===== src/rtl/fast_msg_sequencer.sv =====
// FAST message sequencer: frames aligner lanes into PMAP / TID / body and serialises body fields.
// Optional build macro FAST_SEQ_PMAP_GATE_EN enables PMAP-driven TID reuse and slot skipping.
module fast_msg_sequencer #(
  parameter int unsigned SUP_PATHS     = 4,
  parameter int unsigned FIELD_W       = 64,
  parameter int unsigned NUM_TEMPLATES = 4,
  parameter int unsigned MAX_FIELDS    = 10,
  parameter int unsigned TID_W         = 8,
  parameter int unsigned PMAP_W        = 16
) (
  input  logic                                 clk,
  input  logic                                 rst,
  input  logic [SUP_PATHS*FIELD_W-1:0]         in_data,
  input  logic [SUP_PATHS-1:0]                 in_valid,
  output logic                                 in_ready,
  input  logic                                 cfg_we,
  input  logic [$clog2(NUM_TEMPLATES)-1:0]     cfg_idx,
  input  logic [$clog2(MAX_FIELDS+1)-1:0]      cfg_count,
  output logic [$clog2(MAX_FIELDS+1)-1:0]      message_field_count,
  output logic                                 out_valid,
  input  logic                                 out_ready,
  output logic [FIELD_W-1:0]                   out_data,
  output logic [$clog2(MAX_FIELDS)-1:0]        out_slot,
  output logic [TID_W-1:0]                     out_tid,
  output logic                                 out_last,
  output logic [PMAP_W-1:0]                    out_pmap,
  output logic                                 msg_done,
  output logic                                 err_tid,
  output logic [15:0]                          err_count
);

  localparam int unsigned IDX_W  = $clog2(NUM_TEMPLATES);
  localparam int unsigned CNT_W  = $clog2(MAX_FIELDS + 1);
  localparam int unsigned SLOT_W = $clog2(MAX_FIELDS);
  localparam int unsigned LANE_W = (SUP_PATHS > 1) ? $clog2(SUP_PATHS) : 1;

  typedef enum logic [1:0] {S_PMAP, S_TID, S_BODY} state_t;

  state_t                        state_q, state_d;
  logic [SUP_PATHS*FIELD_W-1:0]  hold_data_q;
  logic                          hold_full_q;
  logic [LANE_W-1:0]             cur_q, last_q, in_last;
  logic [CNT_W-1:0]              tbl_cnt_q [NUM_TEMPLATES];
  logic [NUM_TEMPLATES-1:0]      tbl_vld_q;
  logic [PMAP_W-1:0]             pmap_q, pmap_d;
  logic [TID_W-1:0]              tid_q, tid_d;
  logic [CNT_W-1:0]              cnt_q, cnt_d;
  logic [SLOT_W-1:0]             slot_q, slot_d;
  logic [15:0]                   err_cnt_q;
  logic                          consume, last_consume, accept;

  logic [FIELD_W-1:0] lanes [SUP_PATHS];
  logic [FIELD_W-1:0] cur_field;
  logic [TID_W-1:0]   tid_lane;
  logic [IDX_W-1:0]   tid_idx;
  logic [CNT_W-1:0]   lookup_cnt;
  logic               tid_ok;

  for (genvar l = 0; l < SUP_PATHS; l++) begin : g_lane
    assign lanes[l] = hold_data_q[l*FIELD_W +: FIELD_W];
  end

  assign cur_field  = lanes[cur_q];
  assign tid_lane   = cur_field[TID_W-1:0];
  assign tid_idx    = tid_lane[IDX_W-1:0];
  assign lookup_cnt = tbl_cnt_q[tid_idx];
  assign tid_ok     = (32'(tid_lane) < NUM_TEMPLATES) && tbl_vld_q[tid_idx];

  // Highest valid lane of the incoming group (valid lanes are contiguous from lane 0)
  always_comb begin
    in_last = '0;
    for (int unsigned i = 0; i < SUP_PATHS; i++) begin
      if (in_valid[i]) in_last = LANE_W'(i);
    end
  end

`ifdef FAST_SEQ_PMAP_GATE_EN
  // Lowest present body slot at or above 'from' and below the template count
  function automatic logic [SLOT_W:0] find_slot(input logic [PMAP_W-1:0] pm,
                                                input int unsigned       from,
                                                input logic [CNT_W-1:0]  cnt);
    logic [SLOT_W:0] res;
    res = '0;
    for (int unsigned s = 0; s < MAX_FIELDS; s++) begin
      if (!res[SLOT_W] && s >= from && s < 32'(cnt) && (s + 1) < PMAP_W) begin
        if (pm[s+1]) res = {1'b1, SLOT_W'(s)};
      end
    end
    return res;
  endfunction

  logic [SLOT_W:0] nxt_srch, first_tid, first_pm;
  assign nxt_srch  = find_slot(pmap_q, 32'(slot_q) + 32'd1, cnt_q);
  assign first_tid = find_slot(pmap_q, 32'd0, lookup_cnt);
  assign first_pm  = find_slot(cur_field[PMAP_W-1:0], 32'd0, cnt_q);
  assign out_last  = out_valid && !nxt_srch[SLOT_W];
`else
  assign out_last  = out_valid && ((32'(slot_q) + 32'd1) == 32'(cnt_q));
`endif

  assign out_valid           = hold_full_q && (state_q == S_BODY);
  assign out_data            = cur_field;
  assign out_slot            = slot_q;
  assign out_tid             = tid_q;
  assign out_pmap            = pmap_q;
  assign message_field_count = cnt_q;
  assign err_count           = err_cnt_q;

  assign last_consume = consume && (cur_q == last_q);
  assign in_ready     = !hold_full_q || last_consume;
  assign accept       = in_ready && (|in_valid);

  // Next-state and per-lane control
  always_comb begin
    state_d  = state_q;
    consume  = 1'b0;
    pmap_d   = pmap_q;
    tid_d    = tid_q;
    cnt_d    = cnt_q;
    slot_d   = slot_q;
    msg_done = 1'b0;
    err_tid  = 1'b0;
    unique case (state_q)
      S_PMAP: begin
        if (hold_full_q) begin
          consume = 1'b1;
          pmap_d  = cur_field[PMAP_W-1:0];
`ifdef FAST_SEQ_PMAP_GATE_EN
          if (cur_field[0]) begin
            state_d = S_TID;
          end else if (first_pm[SLOT_W]) begin
            slot_d  = first_pm[SLOT_W-1:0];
            state_d = S_BODY;
          end else begin
            msg_done = 1'b1;
          end
`else
          state_d = S_TID;
`endif
        end
      end
      S_TID: begin
        if (hold_full_q) begin
          consume = 1'b1;
          state_d = S_PMAP;
          if (!tid_ok) begin
            err_tid = 1'b1;
          end else begin
            tid_d = tid_lane;
            cnt_d = lookup_cnt;
`ifdef FAST_SEQ_PMAP_GATE_EN
            if (first_tid[SLOT_W]) begin
              slot_d  = first_tid[SLOT_W-1:0];
              state_d = S_BODY;
            end else begin
              msg_done = 1'b1;
            end
`else
            if (lookup_cnt == '0) begin
              msg_done = 1'b1;
            end else begin
              slot_d  = '0;
              state_d = S_BODY;
            end
`endif
          end
        end
      end
      S_BODY: begin
        if (out_valid && out_ready) begin
          consume = 1'b1;
`ifdef FAST_SEQ_PMAP_GATE_EN
          slot_d = nxt_srch[SLOT_W-1:0];
`else
          slot_d = slot_q + SLOT_W'(1);
`endif
          if (out_last) begin
            msg_done = 1'b1;
            state_d  = S_PMAP;
          end
        end
      end
      default: state_d = S_PMAP;
    endcase
  end

  // FSM and message context registers
  always_ff @(posedge clk) begin
    if (rst) begin
      state_q   <= S_PMAP;
      pmap_q    <= '0;
      tid_q     <= '0;
      cnt_q     <= '0;
      slot_q    <= '0;
      err_cnt_q <= '0;
    end else begin
      state_q <= state_d;
      pmap_q  <= pmap_d;
      tid_q   <= tid_d;
      cnt_q   <= cnt_d;
      slot_q  <= slot_d;
      if (err_tid && (err_cnt_q != 16'hFFFF)) err_cnt_q <= err_cnt_q + 16'd1;
    end
  end

  // Holding register; refilled in the same cycle its last lane drains
  always_ff @(posedge clk) begin
    if (rst) begin
      hold_data_q <= '0;
      hold_full_q <= 1'b0;
      cur_q       <= '0;
      last_q      <= '0;
    end else if (accept) begin
      hold_data_q <= in_data;
      hold_full_q <= 1'b1;
      cur_q       <= '0;
      last_q      <= in_last;
    end else if (last_consume) begin
      hold_full_q <= 1'b0;
    end else if (consume) begin
      cur_q <= cur_q + LANE_W'(1);
    end
  end

  // Template table; a lookup in the write cycle sees the old entry
  always_ff @(posedge clk) begin
    if (rst) begin
      tbl_vld_q <= '0;
      for (int unsigned i = 0; i < NUM_TEMPLATES; i++) tbl_cnt_q[i] <= '0;
    end else if (cfg_we) begin
      tbl_vld_q[cfg_idx] <= 1'b1;
      tbl_cnt_q[cfg_idx] <= cfg_count;
    end
  end

endmodule


===== config.mk =====
export PLATFORM = sky130hd
export DESIGN_NAME = fast_msg_sequencer
export DESIGN_NICKNAME = d
export VERILOG_FILES = /design/src/rtl/fast_msg_sequencer.sv
export SDC_FILE = /design/constraint.sdc
export NUM_CORES = 1
export LEC_CHECK = 0
export BUFFER_PORTS_ARGS = -buffer_cell sky130_fd_sc_hd__buf_2
export CORE_MARGIN = 2
export CORE_UTILIZATION = 35
export DETAILED_ROUTE_END_ITERATION = 12
export PLACE_DENSITY = 0.67
export SYNTH_ARGS = -nofsm -noshare
export SYNTH_HDL_FRONTEND = slang
export SYNTH_SLANG_ARGS = --single-unit
export TNS_END_PERCENT = 50

===== constraint.sdc =====
create_clock -name clk -period 3.65 [get_ports clk]
set_input_delay 1.095 -clock clk [delete_from_list [all_inputs] [get_ports clk]]
set_output_delay 1.095 -clock clk [all_outputs]
set_load 0.01 [all_outputs]

==> key figures, run 1 <==
Worst setup path
  • Largest delay contributor family on the critical path: multiplexers
  • Crit start category: flip-flop
  • RR Endpoint: state_q[1]
  • R2R depth: 9
  • Crit path DAT: 2650 ps
  • Slowest Stage Delay on Critical Path: 590 ps
  • Critical path depth: 8
  • R2r startpoint: cur_q[0]
  • Critical path class: reg -> out
  • Crit. End Element: output port
  • R2R setup slack: 670 ps
  • CP cell instances: buf_4 > mux4_2 > mux2i_1 > mux2_2 > and4bb_4 > nand2_1 > a21boi_2 > buf_2
  • Crit Path Max Fanout: 6
  • Critical path buffers and inverters: 2
  • CP max stage cell: mux4_2
  • Critical path required time: 2550 ps

Floorplanning
  • Initial core utilization: 35.4%
  • I/O pins: 387
  • Core area: ~39,000 µm²
  • Die Ht: 201 µm
  • Cell Rows: 72
  • Die X: 201 µm
  • Die area: ~40,000 µm²

Outcome
  • Status: finished with violations
  • Failing checks: negative setup slack

Power and ir drop
  • Design Power: 9.27 mW
  • Pwr dens: 526 nW/µm²
  • Max IR drop VDD: between 0.0003 and 0.0004 V
  • Leakage: 7.51 nW

Synth
  • Area leader, netlist: dfxtp_1
  • Post-synth top flop: dfxtp_1
  • Mean Syn Cell Area: slightly below 9 µm²
  • Synthesized flop and latch total: 331
  • Yosys synthesis warning count: 0
  • Cells after synthesis: 1,566
  • Post-Syn Nets: 1,842
  • Share of the synthesized area in the top cell type: 46.2%
  • Seq/Total Area, Yosys: between 40% and 50%
  • Synth area leaders: dfxtp_1, nand2_1, a21oi_1
  • Post-synth EDFFs: 16
  • Netlist cell types: 50
  • Cell Area, Synth: about 14,000 µm²
  • Async SR Flop Fraction: 0%

Cells and area
  • Synthesis-to-layout area growth: 29.1%
  • Fillers: 3,830
  • Share of layout cells above drive strength 1: 29.5%
  • Post-route cell area: 17,600 µm²
  • Final nets: 2,192

Timing
  • Achievable Freq: ~270 MHz
  • Skew final: approximately 14 ps
  • Period utilization: 103%
  • Tmin final: 3740 ps
  • Worst-Margin Slew: 1190 ps
  • Slew Viols, Final: 0
  • Setup Viol. Count Final: 2
  • Fin. Hold Viols: 0
  • RSZ-0062 raised after global routing: true
  • Worst slew margin: 20.8%
  • Fin worst setup slack: -94.6 ps

Hold path
  • Worst Hold End: hold_data_q[163]
  • Hold_sp: hold_data_q[163]
  • Min-delay worst type: reg -> reg
  • Hold path depth: 2

Route
  • DR vias: 12,400
  • Residual DRC count: 0
  • ANT nets after route: 0
  • Initial DRC Count: 822
  • DR vias/cell: roughly 5.0
  • Drt wl/cell: 16.4 µm
  • Total Routed Length: 40,500 µm
  • Drt pass-1 iters: 5

GRT
  • Vias in the first global route: 12,100
  • Global-route wire length before repair: approximately 64,000 µm
  • GRT Util Overall: roughly a fifth
  • Largest net degree at the start of global routing: 142
  • Overflow after GRT: 0
  • Initial antenna violation count: 16

Clocking
  • TritonCTS clock tree: yes
  • Reg clk slew, reported paths: 60 ps
  • CTS Buffer Depth: 3
  • H-tree depth: 2
  • CTS sink cnt: 331
  • CTS root buffer: clkbuf_16
  • Clock latency on the worst-skew pair: 560 ps
  • TritonCTS Buffers: 39

Place
  • I/O Buffers: 386
  • RePlAce Congestion: between 0.8 and 0.9
  • Dpl hpwl: 27,700 µm
  • Cell area after placement: around 16,000 µm²

Run
  • Max-Cap Viols: 0
[power by group]
group	internal (mW)	switching [mW]	leakage, nW
logic	0.538	0.705	4.10
clock network	2.41	1.58	0.658
registers	3.90	0.132	2.75
total	6.85	2.41	7.51
[what timing repair did]
action                     in CTS  in global routing
pin swaps                       5                  3
gates cloned                    1                  0
setup buffers                  17                  1
setup endpoints to repair       4                  2
gates resized for setup        12                  3
hold buffers                    0                  0
[tightest hold or removal path: cells and delay by family, from the launching register on]
family | cells | cell delay [ps]
AO/OA/AOI/OAI | 1 | 50
flip-flops | 1 | 300
AND/OR/NAND/NOR | 1 | 50
[cell usage after synthesis, types with 4 or more instances]
library cell and instances:
a21oi_1 291, a31oi_1 4, and2_1 21, and3_1 7, buf_1 9, buf_2 16, clkbuf_1 88, dfxtp_1 315
edfxtp_1 16, ha_1 6, inv_1 9, mux2i_1 13, mux4_2 64, nand2_1 566, nand3_1 14, nor2_1 21
nor2b_1 8, nor3_1 7, o211ai_1 6, o21ai_0 15, o31ai_1 4, or3_1 15, xor2_1 7
[flip-flops by register name (all words and copies together) (netlist names)]
signal and count:
hold_data_q 256, err_count 16, out_pmap 16, tbl_cnt_q 16, out_tid 8, message_field_count 4
out_slot 4, tbl_vld_q 4, cur_q 2, last_q 2, state_q 2, hold_full_q 1
[stage by stage]
step | utilization [%] | hold WS, ps | setup TNS, ps | instances | setup slack, ps
3_5_place_dp | 41.6 | 442 | 0 | 2374 | 161
5_1_grt | 45.7 | 465 | -360 | 2473 | -203
3_3_place_gp | 41.6 | 438 | 0 | 2374 | 217
4_1_cts | 45.5 | 451 | -152 | 2461 | -108
2_1_floorplan | - | 425 | 0 | 1566 | 284
6_report | 45.7 | 448 | -143 | 2475 | -94.6
[worst max path at each step]
stage / start / to / slack [ps]
6_report: cur_q[0] / msg_done / -90
3_5_place_dp: cur_q[0] / msg_done / 160
4_1_cts: cur_q[0] / msg_done / -110
5_1_grt: cur_q[0] / msg_done / -200
2_1_floorplan: cur_q[0] / msg_done / 280
3_3_place_gp: out_ready / in_ready / 220
[layout by cell type, fill, tap and decap left out, types with 4 or more instances in the layout]
cell type | netlist | final
and2_1 | 21 | 20
clkbuf_1 | 88 | 5
diode_2 | 0 | 13
a21oi_1 | 291 | 291
clkinv_2 | 0 | 6
edfxtp_1 | 16 | 16
o211ai_1 | 6 | 6
o31ai_1 | 4 | 4
nand3_1 | 14 | 14
nand2_1 | 566 | 565
clkbuf_8 | 0 | 9
mux2i_1 | 13 | 13
dfxtp_1 | 315 | 313
buf_12 | 0 | 10
clkbuf_16 | 0 | 40
a31oi_1 | 4 | 4
buf_4 | 1 | 25
nor3_1 | 7 | 7
ha_1 | 6 | 6
nor2b_1 | 8 | 8
or3_1 | 15 | 15
inv_1 | 9 | 9
nor2_1 | 21 | 21
o21ai_0 | 15 | 15
mux4_2 | 64 | 65
xor2_1 | 7 | 7
and3_1 | 7 | 7
buf_2 | 16 | 385
[final cells by class]
type / instances / area, µm² / share of cell area (%)
antenna: 13 / 32.5 / 0.185
clock buffer: 54 / 1140 / 6.49
clock inverter: 15 / 180 / 1.02
inverter: 9 / 33.8 / 0.192
multi-input combinational: 1109 / 6370 / 36.2
sequential: 331 / 6790 / 38.6
tap: 518 / 648 / 3.68
timing repair buffer: 426 / 2410 / 13.7
[layer usage]
layer	GRT usage, %	up-vias	wire, µm
li1	-	6037	-
met3	4.79	88	2960
met1	25.2	5812	17100
met2	31.3	417	19000
met5	0	-	46
met4	9.24	8	1410
[kinds of logic after synthesis]
| logic type | synth area share [%] |
|---|---|
| AND/OR/NAND/NOR | 20.4 |
| AO/OA/AOI/OAI | 13.0 |
| adder cells (fa/ha/maj) | 0.550 |
| flip-flops | 49.7 |
| XOR/XNOR | 0.642 |
| multiplexers | 11.8 |
| buffers and inverters | 3.92 |
Power figures use the tool's default switching activity.
==> inputs of run 2 (changes only) <==
--- a/config.mk
+++ b/config.mk
@@ -7,9 +7,9 @@
 export LEC_CHECK = 0
 export BUFFER_PORTS_ARGS = -buffer_cell sky130_fd_sc_hd__buf_2
 export CORE_MARGIN = 2
-export CORE_UTILIZATION = 35
+export CORE_UTILIZATION = 56
 export DETAILED_ROUTE_END_ITERATION = 12
-export PLACE_DENSITY = 0.67
+export PLACE_DENSITY = 0.95
 export SYNTH_ARGS = -nofsm -noshare
 export SYNTH_HDL_FRONTEND = slang
 export SYNTH_SLANG_ARGS = --single-unit
==> constraint.sdc (replaced) <==
create_clock -name clk -period 4.55 [get_ports clk]
set_input_delay 1.365 -clock clk [delete_from_list [all_inputs] [get_ports clk]]
set_output_delay 1.365 -clock clk [all_outputs]
set_load 0.01 [all_outputs]
==> run 2 against run 1 <==
Net effect:
- the run now ends clean
- die area decreased by 37%
- total power decreased by 23%
- critical path depth unchanged
- wire length up 1.2%
==> key figures, run 2 (synthesis results as in run 1) <==
Outcome
  • Status: finished, final reports clean

GRT
  • GRT Util Overall: 30.4%
  • Overflow after GRT: 0
  • Global-route wire length before repair: approximately 63,000 µm
  • Vias in the first global route: 12,600
  • Largest net degree at the start of global routing: about 160
  • Initial antenna violation count: 10

Timing
  • Setup Viol. Count Final: 0
  • Period utilization: 96.8%
  • Fin worst setup slack: 147 ps
  • TNS Setup: 0 ps
  • Achievable Freq: between 200 and 250 MHz
  • Fin. Hold Viols: 0
  • Slew Viols, Final: 0
  • Worst slew margin: 36.1%
  • Worst-Margin Slew: 959 ps
  • Tmin final: 4400 ps
  • Skew final: 19.3 ps
  • RSZ-0062 raised after global routing: false
  • Hold Slack: 450 ps

Route
  • Total Routed Length: between 40,000 and 50,000 µm
  • DR vias: 12,900
  • Residual DRC count: 0
  • ANT nets after route: 0
  • DR vias/cell: roughly 5.8
  • Drt pass-1 iters: 7
  • Drt wl/cell: 18.2 µm
  • Initial DRC Count: between 1,000 and 1,500

Power and ir drop
  • Pwr dens: 421 nW/µm²
  • Max IR drop VDD: 0.000411 V
  • Leakage: 7.25 nW
  • Design Power: 7.11 mW

Worst setup path
  • Crit path DAT: 3040 ps
  • Crit. End Element: output port
  • Crit. Startpoint: cur_q[0]
  • R2r startpoint: cur_q[1]
  • Crit Path Max Fanout: 12
  • Critical path required time: 3180 ps
  • Critical path class: reg -> out
  • Crit start category: flip-flop

Clocking
  • CTS Buffer Depth: 3
  • CTS sink cnt: 331
  • CTS root buffer: clkbuf_16
  • Reg clk slew, reported paths: approximately 60 ps
  • H-tree depth: 2
  • TritonCTS clock tree: yes
  • TritonCTS Buffers: 35
  • Post-cts resize count: 0
  • Clock latency on the worst-skew pair: 510 ps

Hold path
  • Min-delay worst type: reg -> reg
  • Hold_sp: hold_data_q[228]

Cells and area
  • Multi-input gate area: 6330 µm²
  • Share of layout cells above drive strength 1: 28.1%
  • Most frequent cells in the layout: nand2_1, buf_2, dfxtp_1
  • Final nets: 2,168
  • Reg area: 6790 µm²
  • Synthesis-to-layout area growth: 23.8%
  • Most common cell after layout, fill and taps aside: nand2_1
  • Fillers: 1,749
  • Max FFs per register: 256
  • Largest Register: hold_data_q

Run
  • Max-Cap Viols: 0

Floorplanning
  • Die X: 160 µm
  • Die area: 25,600 µm²
  • Die Ht: 160 µm
  • I/O pins: 387
  • Initial core utilization: 56.6%
  • Core area: 24,100 µm²
  • Cell Rows: 57

Place
  • RePlAce Congestion: 0.947
  • I/O Buffers: 386
  • Pre-CTS setup slack: 659 ps
  • Dpl hpwl: 27,000 µm
-- run 2: cell count changes in the layout (fill, tap and decap cells not counted), sizes merged --
cell    delta
inv        -1
mux4       -1
diode      -3
clkinv     -6
bufinv     +2
clkbuf     -6
buf       -19
-- run 2: cell type report --
cell class	instances	share of cell area, %
Antenna cell	10	0.148
Clock buffer	48	5.77
Clock inverter	10	1.07
Inverter	9	0.200
Multi-Input combinational cell	1108	37.5
Sequential cell	331	40.2
Tap cell	324	2.40
Timing Repair Buffer	407	12.7
-- run 2: metrics by stage --
stage          cells  utilization, %  area, µm²
6_report        2247            70.1      16900
5_1_grt         2244            70.1      16900
4_1_cts         2233            69.9      16800
3_5_place_dp    2175            65.1      15700
3_3_place_gp    2175            65.1      15700
2_1_floorplan   1566               -      13600
-- run 2: layer usage --
layer  share of wire, %  GRT usage, %  up-vias
met1                 37          35.7     6056
li1                   -             -     5963
met2                 49          51.9      731
met5              0.017             0        -
met4                5.1          15.2        2
met3                9.1          7.74      188
-- run 2: power by group --
part	switching (mW)	internal, mW	total [mW]	leakage [nW]
clock network	1.12	1.78	2.90	0.563
logic	0.568	0.395	0.964	3.94
registers	0.116	3.13	3.25	2.75
-- run 2: worst paths after layout --
check             slack, ps                to  cells past startpoint
hold reg to reg         450  hold_data_q[228]                      2
hold / removal          450  hold_data_q[228]                      2
setup reg to reg       1460  hold_data_q[222]                      8
setup / recovery        150          msg_done                      8
-- run 2: critical path: stages (launching register included) --
cell      delay [ps]
dfxtp_4          470
mux4_2           660
buf_4            220
mux2i_1          150
mux2i_1          140
and4bb_4         400
nand2_1           70
a21boi_0         240
buf_2            180
-- run 2: repair_timing --
action | CTS | global route
hold buffers | 0 | 0
endpoints found under the setup margin | 0 | 1
setup buffers | 0 | 4
hold endpoints to repair | 0 | 0
